<file path="config.mk">
export PLATFORM = sky130hd
export DESIGN_NAME = alu_rr_arbiter
export DESIGN_NICKNAME = d
export VERILOG_FILES = /design/src/rtl/alu_arb_pkg.sv /design/src/rtl/alu_core.sv /design/src/rtl/alu_rr_arbiter.sv
export SDC_FILE = /design/constraint.sdc
export NUM_CORES = 1
export LEC_CHECK = 0
export CORE_MARGIN = 2
export CORE_UTILIZATION = 48
export CTS_CLUSTER_DIAMETER = 150
export DETAILED_ROUTE_END_ITERATION = 16
export PLACE_DENSITY = 0.84
export SLEW_MARGIN = 25
export SYNTH_ARGS = -nofsm -noshare
export SYNTH_HDL_FRONTEND = slang
export SYNTH_SLANG_ARGS = --single-unit
</file>
<file path="constraint.sdc">
create_clock -name clk -period 3.65 [get_ports clk]
set_clock_uncertainty 0.15 [all_clocks]
set_input_delay 0.5475 -clock clk [delete_from_list [all_inputs] [get_ports clk]]
set_output_delay 0.5475 -clock clk [all_outputs]
set_load 0.01 [all_outputs]
</file>
<file path="src/rtl/alu_arb_pkg.sv">
// Shared encodings for the round-robin ALU arbiter: ALU opcodes and FSM states.
package alu_arb_pkg;

    localparam logic [1:0] ALU_ADD = 2'b00;
    localparam logic [1:0] ALU_OR  = 2'b01;
    localparam logic [1:0] ALU_AND = 2'b10;
    localparam logic [1:0] ALU_XOR = 2'b11;

    typedef enum logic [1:0] {
        S_IDLE = 2'b00,
        S_EXEC = 2'b01,
        S_RESP = 2'b10
    } state_e;

endpackage

</file>
<file path="src/rtl/alu_core.sv">
// Purely combinational W-bit ALU: ADD (carry dropped), OR, AND, XOR.
module alu_core
    import alu_arb_pkg::*;
#(
    parameter int W = 4
) (
    input  logic [W-1:0] a_i,
    input  logic [W-1:0] b_i,
    input  logic [1:0]   op_i,
    output logic [W-1:0] res_o
);

    // Select the operation; the sum is truncated to W bits so overflow wraps.
    always_comb begin
        res_o = '0;
        case (op_i)
            ALU_ADD: res_o = a_i + b_i;
            ALU_OR:  res_o = a_i | b_i;
            ALU_AND: res_o = a_i & b_i;
            ALU_XOR: res_o = a_i ^ b_i;
            default: res_o = '0;
        endcase
    end

endmodule

</file>
<file path="src/rtl/alu_rr_arbiter.sv">
// Round-robin arbiter sharing one ALU among N_REQ requesters.
// IDLE grants one request, EXEC registers the ALU result, RESP holds it until
// the granted requester takes it; the pointer advances only on that handshake.
module alu_rr_arbiter
    import alu_arb_pkg::*;
#(
    parameter int N_REQ = 2,
    parameter int W     = 4
) (
    input  logic               clk,
    input  logic               rst_n,
    input  logic [N_REQ-1:0]   req_valid,
    output logic [N_REQ-1:0]   req_ready,
    input  logic [N_REQ*W-1:0] req_a,
    input  logic [N_REQ*W-1:0] req_b,
    input  logic [N_REQ*2-1:0] req_op,
    output logic [N_REQ-1:0]   rsp_valid,
    input  logic [N_REQ-1:0]   rsp_ready,
    output logic [W-1:0]       rsp_data,
    output logic               busy,
    output logic [1:0]         grant_id
);

    // Returns {found, index}: first valid requester scanning from ptr upwards, wrapping.
    function automatic logic [2:0] rr_pick(input logic [N_REQ-1:0] valid, input logic [1:0] ptr);
        logic [2:0] res;
        int         idx;
        res = 3'b000;
        // Scan from the farthest offset down so the nearest one to ptr wins.
        for (int k = N_REQ - 1; k >= 0; k--) begin
            idx = (int'(ptr) + k) % N_REQ;
            if (valid[idx]) begin
                res = {1'b1, idx[1:0]};
            end
        end
        return res;
    endfunction

    // Next pointer position after the given index, modulo N_REQ.
    function automatic logic [1:0] rr_inc(input logic [1:0] cur);
        int nxt;
        nxt = (int'(cur) + 1) % N_REQ;
        return nxt[1:0];
    endfunction

    state_e       state_q, state_d;
    logic [1:0]   rr_ptr_q, rr_ptr_d;
    logic [1:0]   grant_q, grant_d;
    logic [W-1:0] a_q, a_d;
    logic [W-1:0] b_q, b_d;
    logic [1:0]   op_q, op_d;
    logic [W-1:0] rsp_data_q, rsp_data_d;

    logic [2:0]   pick_s;
    logic         pick_found_s;
    logic [1:0]   pick_idx_s;
    logic [W-1:0] alu_res_s;
    logic         rsp_take_s;

    assign pick_s       = rr_pick(req_valid, rr_ptr_q);
    assign pick_found_s = pick_s[2];
    assign pick_idx_s   = pick_s[1:0];

    alu_core #(
        .W (W)
    ) u_alu_core (
        .a_i   (a_q),
        .b_i   (b_q),
        .op_i  (op_q),
        .res_o (alu_res_s)
    );

    // Only the granted requester's rsp_ready can complete a response.
    always_comb begin
        rsp_take_s = 1'b0;
        for (int i = 0; i < N_REQ; i++) begin
            if ((grant_q == i[1:0]) && rsp_ready[i]) begin
                rsp_take_s = 1'b1;
            end else begin
                rsp_take_s = rsp_take_s;
            end
        end
    end

    // Next-state, capture and request-ready logic of the arbiter FSM.
    always_comb begin
        state_d    = state_q;
        rr_ptr_d   = rr_ptr_q;
        grant_d    = grant_q;
        a_d        = a_q;
        b_d        = b_q;
        op_d       = op_q;
        rsp_data_d = rsp_data_q;
        req_ready  = '0;
        case (state_q)
            S_IDLE: begin
                if (pick_found_s) begin
                    // ready is raised only toward a valid requester, so the
                    // handshake always completes on this edge
                    for (int i = 0; i < N_REQ; i++) begin
                        req_ready[i] = (pick_idx_s == i[1:0]);
                    end
                    a_d     = req_a[int'(pick_idx_s)*W +: W];
                    b_d     = req_b[int'(pick_idx_s)*2*0 + int'(pick_idx_s)*W +: W];
                    op_d    = req_op[int'(pick_idx_s)*2 +: 2];
                    grant_d = pick_idx_s;
                    state_d = S_EXEC;
                end else begin
                    state_d = S_IDLE;
                end
            end
            S_EXEC: begin
                rsp_data_d = alu_res_s;
                state_d    = S_RESP;
            end
            S_RESP: begin
                if (rsp_take_s) begin
                    rr_ptr_d = rr_inc(grant_q);
                    state_d  = S_IDLE;
                end else begin
                    state_d  = S_RESP;
                end
            end
            default: begin
                state_d = S_IDLE;
            end
        endcase
    end

    // State and datapath registers; reset discards any in-flight operation.
    always_ff @(posedge clk or negedge rst_n) begin
        if (!rst_n) begin
            state_q    <= S_IDLE;
            rr_ptr_q   <= 2'b00;
            grant_q    <= 2'b00;
            a_q        <= '0;
            b_q        <= '0;
            op_q       <= 2'b00;
            rsp_data_q <= '0;
        end else begin
            state_q    <= state_d;
            rr_ptr_q   <= rr_ptr_d;
            grant_q    <= grant_d;
            a_q        <= a_d;
            b_q        <= b_d;
            op_q       <= op_d;
            rsp_data_q <= rsp_data_d;
        end
    end

    // Response valid is a one-hot decode of the registered grant while in RESP.
    always_comb begin
        rsp_valid = '0;
        for (int i = 0; i < N_REQ; i++) begin
            rsp_valid[i] = (state_q == S_RESP) && (grant_q == i[1:0]);
        end
    end

    assign rsp_data = rsp_data_q;
    assign busy     = (state_q != S_IDLE);
    assign grant_id = grant_q;

endmodule

</file>
==> Word level (Yosys, flattened, before mapping) <==
Cells that the tools add are included.
Widths: inputs -> output; s select.
{ "totals": {"reg_bits": 19, "inputBits": 26, "out_inout_bits": 11, "elab_cells": 52} }
{ "op_classes": {"addsub": 3, "n_lt_le_gt_ge": 2, "n_eq_ne": 7, "n_shift": 3, "mux": 15, "bitwise": 4, "reduce_logical": 11} }
{ "ops": {"columns": ["cell", "n"], "rows": [
  ["$pmux 4 s4", 1],
  ["$shiftx 8x5->4", 2],
  ["$eq 2x1->1 const B", 4],
  ["$logic_not 2->1", 4],
  ["$mux 1", 8],
  ["$eq 2x2->1 const B", 3],
  ["$mux 2", 3],
  ["$mux 3", 2],
  ["$pmux 2 s3", 1],
  ["$add 4x4->4", 1],
  ["$and 4x4->4", 1],
  ["$logic_and 1x1->1", 4],
  ["$or 4x4->4", 1],
  ["$reduce_and 2->1", 2],
  ["$shiftx 4x4->2", 1],
  ["$xor 4x4->4", 1],
  ["$lt 2x3->1 const B", 1],
  ["$add 1x1->1 const B", 2],
  ["$lt 1x2->1 const B", 1],
  ["$reduce_bool 2->1", 1],
  ["$and 1x1->1 const A", 1]
]} }

==> Longest topological paths before layout <==
Gate-level depths: netlist of run 1.
{ "logic_depth": {"word_depth": 10, "depth_mapped": 6} }

==> Cells and area by module <==
A second synthesis of run 1 with hierarchy kept.
{ "hier_totals": {"hier_cells": 123, "area_unflattened_um2": 1192.4} }
{ "by_module_without_submodules": {"columns": ["module", "instances", "cells_each", "area_per_inst_um2", "seq_area_each_um2"], "rows": [
  ["alu_rr_arbiter", 1, 82, 872.1, 450.4],
  ["alu_core", 1, 41, 320.3, 0.0]
]} }

==> Worst setup path before layout of run 1 <==
Ideal clock, no wire load.
{ "synth_path": {"path_kind": "register to register", "start": "register a_q[1]", "end": "register rsp_data_q[2], in the netlist rsp_data[2]", "setup_time_ns": 0.125, "arrival_time_ns": 1.674, "required_ns": 3.375, "setup_slack_ns": 1.702, "stages_incl_launch_ff": 7, "synth_period_minus_slack_ns": 1.948, "path_cell_list": "dfrtp_1 inv_1 ha_1 a21o_1 xor2_1 mux4_2 mux2_2"} }
{ "synth_via": {"elab_chain_cells": 2} }
{ "synth_rtl": {"columns": ["item", "line_no", "source"], "rows": [
  ["from (decl)", "alu_rr_arbiter.sv:49", "logic [W-1:0] a_q, a_d;"],
  ["from (signal assigned)", "alu_rr_arbiter.sv:136", "a_q <= '0;"],
  ["from (signal assigned)", "alu_rr_arbiter.sv:144", "a_q <= a_d;"],
  ["$add 4x4->4", "alu_core.sv:17", "ALU_ADD: res_o = a_i + b_i;"],
  ["$pmux 4 s4", "alu_core.sv:16", "case (op_i)"],
  ["to (signal assigned)", "alu_rr_arbiter.sv:147", "rsp_data_q <= rsp_data_d;"],
  ["to (decl)", "alu_rr_arbiter.sv:52", "logic [W-1:0] rsp_data_q, rsp_data_d;"]
]} }
No other way between the ends.
A chain may end at the register's enable or synchronous reset.

==> Worst setup path after layout of run 1 <==
{ "layout_path": {"start": "input port req_valid[0]", "end": "output port req_ready[0]"} }
{ "layout_via": {"elab_chain_cells": 8, "word_cells_on_any_way": 10, "cone_classes": "9 x mux; 1 x reduce/logical"} }
{ "layout_rtl": {"columns": ["item", "line_no", "source"], "rows": [
  ["from (decl)", "alu_rr_arbiter.sv:12", "input logic [N_REQ-1:0] req_valid,"],
  ["$mux 1 (implied by the code) (3 in a row)", "alu_rr_arbiter.sv:32", "if (valid[idx]) begin"],
  ["$mux 3", "alu_rr_arbiter.sv:32", null],
  ["$mux 3 (*)", "alu_rr_arbiter.sv:32", null],
  ["$logic_not 2->1", "alu_rr_arbiter.sv:101", "req_ready[i] = (pick_idx_s == i[1:0]);"],
  ["$mux 2 (*)", "alu_rr_arbiter.sv:97", "if (pick_found_s) begin"],
  ["$mux 2 (*)", "alu_rr_arbiter.sv:95", "case (state_q)"],
  ["to (decl)", "alu_rr_arbiter.sv:13", "output logic [N_REQ-1:0] req_ready,"]
]} }
Every way passes the cells marked *; elsewhere a longest branch is shown, timed or not. The select of a mux whose other input is x is not followed.

==> results of run 1 <==
stage by stage:
stage	hold slack, ns	util, %	setup WS [ns]
6_report	0.3411	68.36	0.9489
5_1_grt	0.3785	68.36	0.8579
4_1_cts	0.3496	68.36	0.9472
3_5_place_dp	0.3244	66.70	0.9474
3_3_place_gp	0.3112	66.70	1.002
2_1_floorplan	0.1019	-	1.702
where the power goes:
| part | switching, uW | internal [uW] | leakage (uW) |
|---|---|---|---|
| logic | 315 | 367 | 0.000452 |
| registers | 95.9 | 297 | 0.000218 |
| clock network | 64.5 | 60.8 | 0.0000210 |
placed cells by master (no fill, tap or decap):
| cell | netlist | layout |
|---|---|---|
| sky130_fd_sc_hd__dfrtp_1 | 18 | 18 |
| sky130_fd_sc_hd__ha_1 | 9 | 9 |
| sky130_fd_sc_hd__o21a_1 | 1 | 1 |
| sky130_fd_sc_hd__nor2b_1 | 3 | 3 |
| sky130_fd_sc_hd__mux4_2 | 1 | 1 |
| sky130_fd_sc_hd__nand4b_1 | 1 | 1 |
| sky130_fd_sc_hd__or3_1 | 1 | 1 |
| sky130_fd_sc_hd__a211oi_1 | 3 | 3 |
| sky130_fd_sc_hd__o21bai_1 | 1 | 1 |
| sky130_fd_sc_hd__mux2_2 | 4 | 4 |
| sky130_fd_sc_hd__nor2_1 | 13 | 13 |
| sky130_fd_sc_hd__a21oi_1 | 7 | 7 |
| sky130_fd_sc_hd__xor2_1 | 1 | 1 |
| sky130_fd_sc_hd__clkdlybuf4s50_1 | 0 | 35 |
| sky130_fd_sc_hd__o21ai_0 | 5 | 5 |
| sky130_fd_sc_hd__nand2b_1 | 2 | 2 |
| sky130_fd_sc_hd__nor3b_1 | 1 | 1 |
| sky130_fd_sc_hd__clkbuf_8 | 0 | 1 |
| sky130_fd_sc_hd__a221o_1 | 10 | 10 |
| sky130_fd_sc_hd__o211ai_1 | 1 | 1 |
| sky130_fd_sc_hd__inv_1 | 12 | 12 |
| sky130_fd_sc_hd__nand2_1 | 7 | 7 |
| sky130_fd_sc_hd__clkbuf_4 | 0 | 3 |
| sky130_fd_sc_hd__a21o_1 | 2 | 2 |
| sky130_fd_sc_hd__conb_1 | 1 | 1 |
| sky130_fd_sc_hd__buf_4 | 1 | 2 |
| sky130_fd_sc_hd__or4b_1 | 1 | 1 |
| sky130_fd_sc_hd__nor2b_4 | 1 | 1 |
kinds of logic (layout without fill, tap and decap cells):
group	count (synthesis)	after routing	share of synthesized area, %
AO/OA/AOI/OAI	30	30	19.95
XOR/XNOR	1	1	0.7938
adder cells (fa/ha/maj)	9	9	10.20
buffers and inverters	19	53	7.936
flip-flops	18	18	40.82
multiplexers	5	5	6.122
other	1	1	0.3398
AND/OR/NAND/NOR	30	30	13.83
layout make-up:
| type | instances | area share [%] |
|---|---|---|
| Multi-Input combinational cell | 76 | 37.76 |
| Clock buffer | 4 | 2.423 |
| Tap cell | 28 | 2.339 |
| Timing Repair Buffer | 37 | 24.39 |
| Inverter | 12 | 3.008 |
| Sequential cell | 18 | 30.08 |
state kept, by name, summed over array words and instances, names as in the netlist:
name / cells
op_q: 2
a_q: 4
state_q: 2
rsp_data: 4
b_q: 4
grant_id: 1
rr_ptr_q: 1
per-layer routing:
metal  GRT usage (%)  up-vias
met5               0        -
met4           7.456        0
met3           4.023        6
met2           33.76       34
met1           25.55      454
li1                -      463
worst min-delay path: stages (launching register included):
cell and delay [ns]:
sky130_fd_sc_hd__dfrtp_1 0.36, sky130_fd_sc_hd__nand2_1 0.05, sky130_fd_sc_hd__o21ai_0 0.06
worst max-delay path by stage:
stage | from | endpoint | slack (ns) | cells past startpoint
floorplan | a_q[1]$_DFFE_PN0P_ | rsp_data[2]$_DFFE_PN0P_ | 1.70 | 6
global placement | req_valid[1] | req_ready[1] | 1.00 | 5
detailed placement | req_valid[0] | req_ready[0] | 0.95 | 5
CTS | req_valid[0] | req_ready[0] | 0.95 | 5
global route | req_valid[0] | req_ready[0] | 0.86 | 5
finish | req_valid[0] | req_ready[0] | 0.95 | 5
==> implementation parameters, run 1 <==
Parameter                              Value

Outcome
  Run status ... complete, no violations

Synthesis
  Flip-flop and latch count after synthesis ... 18
  Post-synthesis instance area ... approximately 1100 sq um
  Most frequent cell after synthesis ... sky130_fd_sc_hd__dfrtp_1
  Yosys warnings ... 0
  Share of flip-flops with an asynchronous set or reset after synthesis ... 100.0%
  Top post-synthesis cells by area ... sky130_fd_sc_hd__dfrtp_1 (41%), sky130_fd_sc_hd__ha_1 (10%), sky130_fd_sc_hd__a221o_1 (9.1%), sky130_fd_sc_hd__nor2_1 (4.4%), sky130_fd_sc_hd__inv_1 (4.1%)
  Number of flops mapped to enable cells by yosys ... 0
  Most instantiated cells after synthesis ... sky130_fd_sc_hd__dfrtp_1 (18), sky130_fd_sc_hd__nor2_1 (13), sky130_fd_sc_hd__inv_1 (12)
  Number of nets in the synthesized netlist ... around 150
  Syn Inst Count ... around 110
  Mean area per synthesized cell ... 9.766 sq um
  Fraction of the yosys area taken by sequential cells ... between 40 and 50%
  Number of distinct library cells after synthesis ... 28
  Area share of the largest cell type after synthesis ... 40.82%
  Post-synthesis cell type with the largest combined area ... sky130_fd_sc_hd__dfrtp_1
  Dominant synthesized flop cell ... sky130_fd_sc_hd__dfrtp_1

Route
  Wire length reported by the detailed router ... 2479 um
  Overall via count from detail_route ... about 960
  Met1 wire length ... ~990 um
  Total DRC errors in the routed layout ... 0
  Average wire per cell in the routed design ... around 14 um
  Number of DRC markers in iteration 0 ... 22
  Highest routing layer actually used ... met4
  Detailed route wirelength on metal3 ... 130 um
  Number of nets still failing antenna checks after routing ... 0
  1st-pass router iterations ... 4
  Routed met2 length ... around 1300 um
  Post-detailed-route via-to-cell ratio ... 5.469

STA
  Count of pins over their slew limit ... 0
  Finish-stage setup viols ... 0
  Shortest clock period the worst path allows after layout ... roughly 2.7 ns
  Aggregate negative setup slack ... 0 ns
  Achievable frequency ... between 300 and 400 MHz
  Final worst-path cycle share ... about 74%
  Hold violation total from the final report ... 0
  Slew HR ... roughly 45%
  Slew at the pin closest to its max-slew limit ... between 0.8 and 0.9 ns
  RSZ-0062 raised after global routing ... no

Die
  Vertical extent of the die ... a little over 50 um
  Std-Cell Core Area ... between 2000 and 2500 sq um
  DIE AREA ... around 2700 sq um
  Row count ... 17
  X dimension of the die ... around 52 um
  Initial cell density of the core ... 50.37%
  Number of top-level pins ... 37

Global route
  Maximum number of pins on one net before global-route repair ... 19
  Via count of the first global-routing pass ... 893
  Wire length of the first global-routing pass ... around 4000 um
  Global-route usage over all layers ... between 20% and 30%
  Number of antenna violations at the first check in global routing ... 0
  Sum of overflow across all layers after global routing ... 0

Worst setup path
  Required time at the worst-slack endpoint ... roughly 3.0 ns
  Critical-path maximum fanout ... 11
  Worst setup path class ... in -> out
  Launching point of the worst reg2reg path ... a_q[1]$_DFFE_PN0P_
  Top delay family on crit path ... buffers and inverters
  Most common cell type on the critical path ... sky130_fd_sc_hd__clkdlybuf4s50_1
  Cell chain of the critical path ... clkdlybuf4s50_1, nand2_1, a21oi_1, buf_4, clkdlybuf4s50_1
  Worst reg-to-reg path cell count ... 6
  Register-to-register path setup slack ... approximately 1.6 ns
  Crit path buffers/inverters ... 3
  Worst setup SP type ... input port
  Critical R2R Capture ... rsp_data[2]$_DFFE_PN0P_
  CP Data Arrival Time ... roughly 2 ns
  Slowest cell on the critical path ... sky130_fd_sc_hd__clkdlybuf4s50_1
  Crit-path max cell delay ... ~0.56 ns
  CP Capture Type ... primary output

Finish
  Area of the multi-input gates ... 565.5 sq um
  Share of post-route cells with drive strength above 1 ... around 8.2%
  Final Net Count ... between 150 and 200
  Fin cells ... 175
  Filler cell count ... between 150 and 200
  Layout-stage area growth over the synthesis result ... 35.71%
  # diodes ... 0
  Sequential standard cell area ... 450.4 sq um
  Post-route design area ... 1498 sq um

Clock tree
  Deepest clock path buffer count ... 2
  Number of buffers inserted during clock tree synthesis ... 3
  Register clock-pin slew on the reported worst setup and hold paths ... between 0.1 and 0.15 ns
  Sink count of the clock tree ... 18
  Post CTS Setup Buffer Count ... 0
  Post_cts resized ... 0
  Hold-fix buffers, CTS ... 0
  Root buffer cell ... sky130_fd_sc_hd__clkbuf_4
  Clock Latency Late Sink ... about 0.30 ns
  TritonCTS clock tree ... yes
  H-tree levels ... 1

Min path
  Worst hold path type ... reg -> reg
  Hold wc startpoint ... rsp_data[0]$_DFFE_PN0P_
  Worst hold path stage count ... 2
  End point of the worst hold path ... rsp_data[0]$_DFFE_PN0P_

Pwr
  Power per unit of standard cell area ... about 800 nW/um^2
  Final total power ... 1201 uW
  Peak supply drop ... about 0.00043 V
  Leakage ... approximately 0.00069 uW

Place
  Post-DP HPWL ... about 1900 um
  Placed Instance Area ... approximately 1500 sq um
  Global placement routability congestion ... between 0.7 and 0.8
  Post-Place Cells ... 171
  Port Buffer Count ... 35

Flow run
  Max cap viols ... 0
No activity file was read; power rests on OpenSTA's default activity.
==> run 2: changes to the inputs <==
CORE_UTILIZATION = 45   (was 48)
PLACE_DENSITY = 0.79   (was 0.84)
clock period = 2.5 ns   (was 3.65 ns; I/O delays follow)
==> implementation parameters, run 2 (synthesis gave the netlist of run 1 again) <==
Parameter                              Value

Worst setup path
  Register-to-register path setup slack ... between 0.4 and 0.5 ns
  Slowest cell on the critical path ... sky130_fd_sc_hd__clkdlybuf4s50_1
  CP Data Arrival Time ... roughly 1.8 ns
  Required time at the worst-slack endpoint ... 1.98 ns
  Crit-path max cell delay ... about 0.58 ns
  CP Capture Type ... primary output
  Worst setup path class ... reg -> out
  Critical-path maximum fanout ... 4
  Crit path buffers/inverters ... 1
  Top delay family on crit path ... buffers and inverters
  Cell chain of the critical path ... nor2_2, nand2_1, a21oi_1, clkdlybuf4s50_1
  Worst setup SP type ... register

Clock tree
  Number of buffers inserted during clock tree synthesis ... 3
  TritonCTS clock tree ... yes
  Hold-fix buffers, CTS ... 0
  Sink count of the clock tree ... 18
  H-tree levels ... 1
  Root buffer cell ... sky130_fd_sc_hd__clkbuf_4
  Deepest clock path buffer count ... 2
  Post CTS Setup Buffer Count ... 0
  Clock Latency Late Sink ... 0.29 ns
  Post_cts resized ... 0
  Register clock-pin slew on the reported worst setup and hold paths ... 0.09 ns

Finish
  Final Net Count ... 183
  Share of post-route cells with drive strength above 1 ... under 10%
  Sequential standard cell area ... approximately 450 sq um
  Filler cell count ... between 150 and 200
  Layout-stage area growth over the synthesis result ... 34.69%
  Most common library cell in the layout ignoring fill and taps ... sky130_fd_sc_hd__clkdlybuf4s50_1
  # diodes ... 0
  Area of the multi-input gates ... between 500 and 600 sq um
  Top library cells by usage in the layout, fill and taps aside ... sky130_fd_sc_hd__clkdlybuf4s50_1 (35), sky130_fd_sc_hd__dfrtp_1 (18), sky130_fd_sc_hd__inv_1 (12), sky130_fd_sc_hd__nor2_1 (12), sky130_fd_sc_hd__a221o_1 (10)
  Fin cells ... around 170

Die
  Std-Cell Core Area ... between 2000 and 2500 sq um
  Vertical extent of the die ... around 54 um
  X dimension of the die ... 53.52 um
  DIE AREA ... about 2900 sq um
  Initial cell density of the core ... between 40% and 50%
  Row count ... 17
  Number of top-level pins ... 37

STA
  Final worst slack ... between 0.2 and 0.25 ns
  Achievable frequency ... ~440 MHz
  Shortest clock period the worst path allows after layout ... 2.294 ns
  Finish-stage setup viols ... 0
  Count of pins over their slew limit ... 0
  Slew HR ... approximately 48%
  RSZ-0062 raised after global routing ... no
  Worst slack on hold paths ... 0.3456 ns
  Hold violation total from the final report ... 0
  Slew at the pin closest to its max-slew limit ... a little under 0.8 ns
  Final worst-path cycle share ... between 90% and 100%
  Aggregate negative setup slack ... 0 ns

Route
  Total DRC errors in the routed layout ... 0
  1st-pass router iterations ... 5
  Number of DRC markers in iteration 0 ... 19
  Overall via count from detail_route ... between 900 and 1k
  Average wire per cell in the routed design ... ~13 um
  Post-detailed-route via-to-cell ratio ... between 5 and 6
  Number of nets still failing antenna checks after routing ... 0
  Wire length reported by the detailed router ... 2263 um

Pwr
  Share of total power consumed by net switching ... 39.56%
  Combinational Power Share ... approximately 58%
  Int Pwr ... approximately 1000 uW
  Switching power ... around 670 uW
  Sequential Power Share ... about a third
  Leakage ... roughly 0.00068 uW
  Power per unit of standard cell area ... 1140 nW/um^2
  Peak supply drop ... about 0.00069 V
  Part of the power in the clock network ... under 10%

Flow run
  Max cap viols ... 0

Outcome
  Run status ... complete, no violations

Place
  Post-DP HPWL ... around 1800 um
  Global placement routability congestion ... roughly 0.8
  Port Buffer Count ... 35
  Placement Setup Slack ... 0.2269 ns
  Post-Place Cells ... 171

Min path
  Worst hold path type ... reg -> reg

Global route
  Global-route usage over all layers ... between 10% and 20%
  Maximum number of pins on one net before global-route repair ... 19
  Number of antenna violations at the first check in global routing ... 0
  Wire length of the first global-routing pass ... roughly 3900 um
  Via count of the first global-routing pass ... around 950
  Sum of overflow across all layers after global routing ... 0
run 2: cell count changes in the layout (fill, tap and decap cells not counted):
| cell | previous run | this run |
|---|---|---|
| sky130_fd_sc_hd__clkbuf_8 | 1 | 0 |
| sky130_fd_sc_hd__nor2_1 | 13 | 12 |
| sky130_fd_sc_hd__nor2_2 | 0 | 1 |
run 2: final cells by class:
| cell class | instances | share of cell area [%] |
|---|---|---|
| multi-input combinational | 76 | 38.22 |
| tap | 28 | 2.357 |
| sequential | 18 | 30.30 |
| inverter | 12 | 3.030 |
| clock buffer | 3 | 1.515 |
| timing repair buffer | 37 | 24.58 |
run 2: final timing paths:
kind | startpoint | to | cells after the start
worst max-delay path | state_q[1]$_DFF_PN0_ | req_ready[0] | 4
worst min-delay path | rsp_data[1]$_DFFE_PN0P_ | rsp_data[1]$_DFFE_PN0P_ | 1
worst max register to register | a_q[1]$_DFFE_PN0P_ | rsp_data[2]$_DFFE_PN0P_ | 6
worst min register to register | rsp_data[1]$_DFFE_PN0P_ | rsp_data[1]$_DFFE_PN0P_ | 1
max in group asynchronous | rst_n | state_q[1]$_DFF_PN0_ | 1
min in group asynchronous | rst_n | b_q[2]$_DFFE_PN0P_ | 1
run 2: power by group through the flow:
stage                     logic, uW  registers [uW]  clock network, uW
after CTS                       985             577                145
after global placement          945             567                  0
final                           978             579                138
after global routing           1100             602                154
after floorplan                 707             540                  0
after detailed placement        979             583                  0
run 2: routing by layer:
| metal | vias up | wire, um | global-route usage (%) |
|---|---|---|---|
| li1 | 459 | - | - |
| met1 | 437 | 1014 | 21.97 |
| met2 | 31 | 1109 | 33.54 |
| met3 | 4 | 103 | 2.542 |
| met4 | 0 | 36 | 9.829 |
| met5 | - | 0 | 0 |
run 2: per-stage QoR:
step                instance area, sq um  power (uW)  util [%]
floorplan                           1104        1247         -
global placement                    1461        1512     64.21
detailed placement                  1461        1562     64.21
CTS                                 1484        1707     65.20
global route                        1486        1860     65.31
finish                              1486        1695     65.31
==> run 3: changes to the inputs <==
ABC_AREA = 0   (was not set)
==> results of run 3 <==
Same layout as run 2: the final DEF is identical, and so are final timing and power.
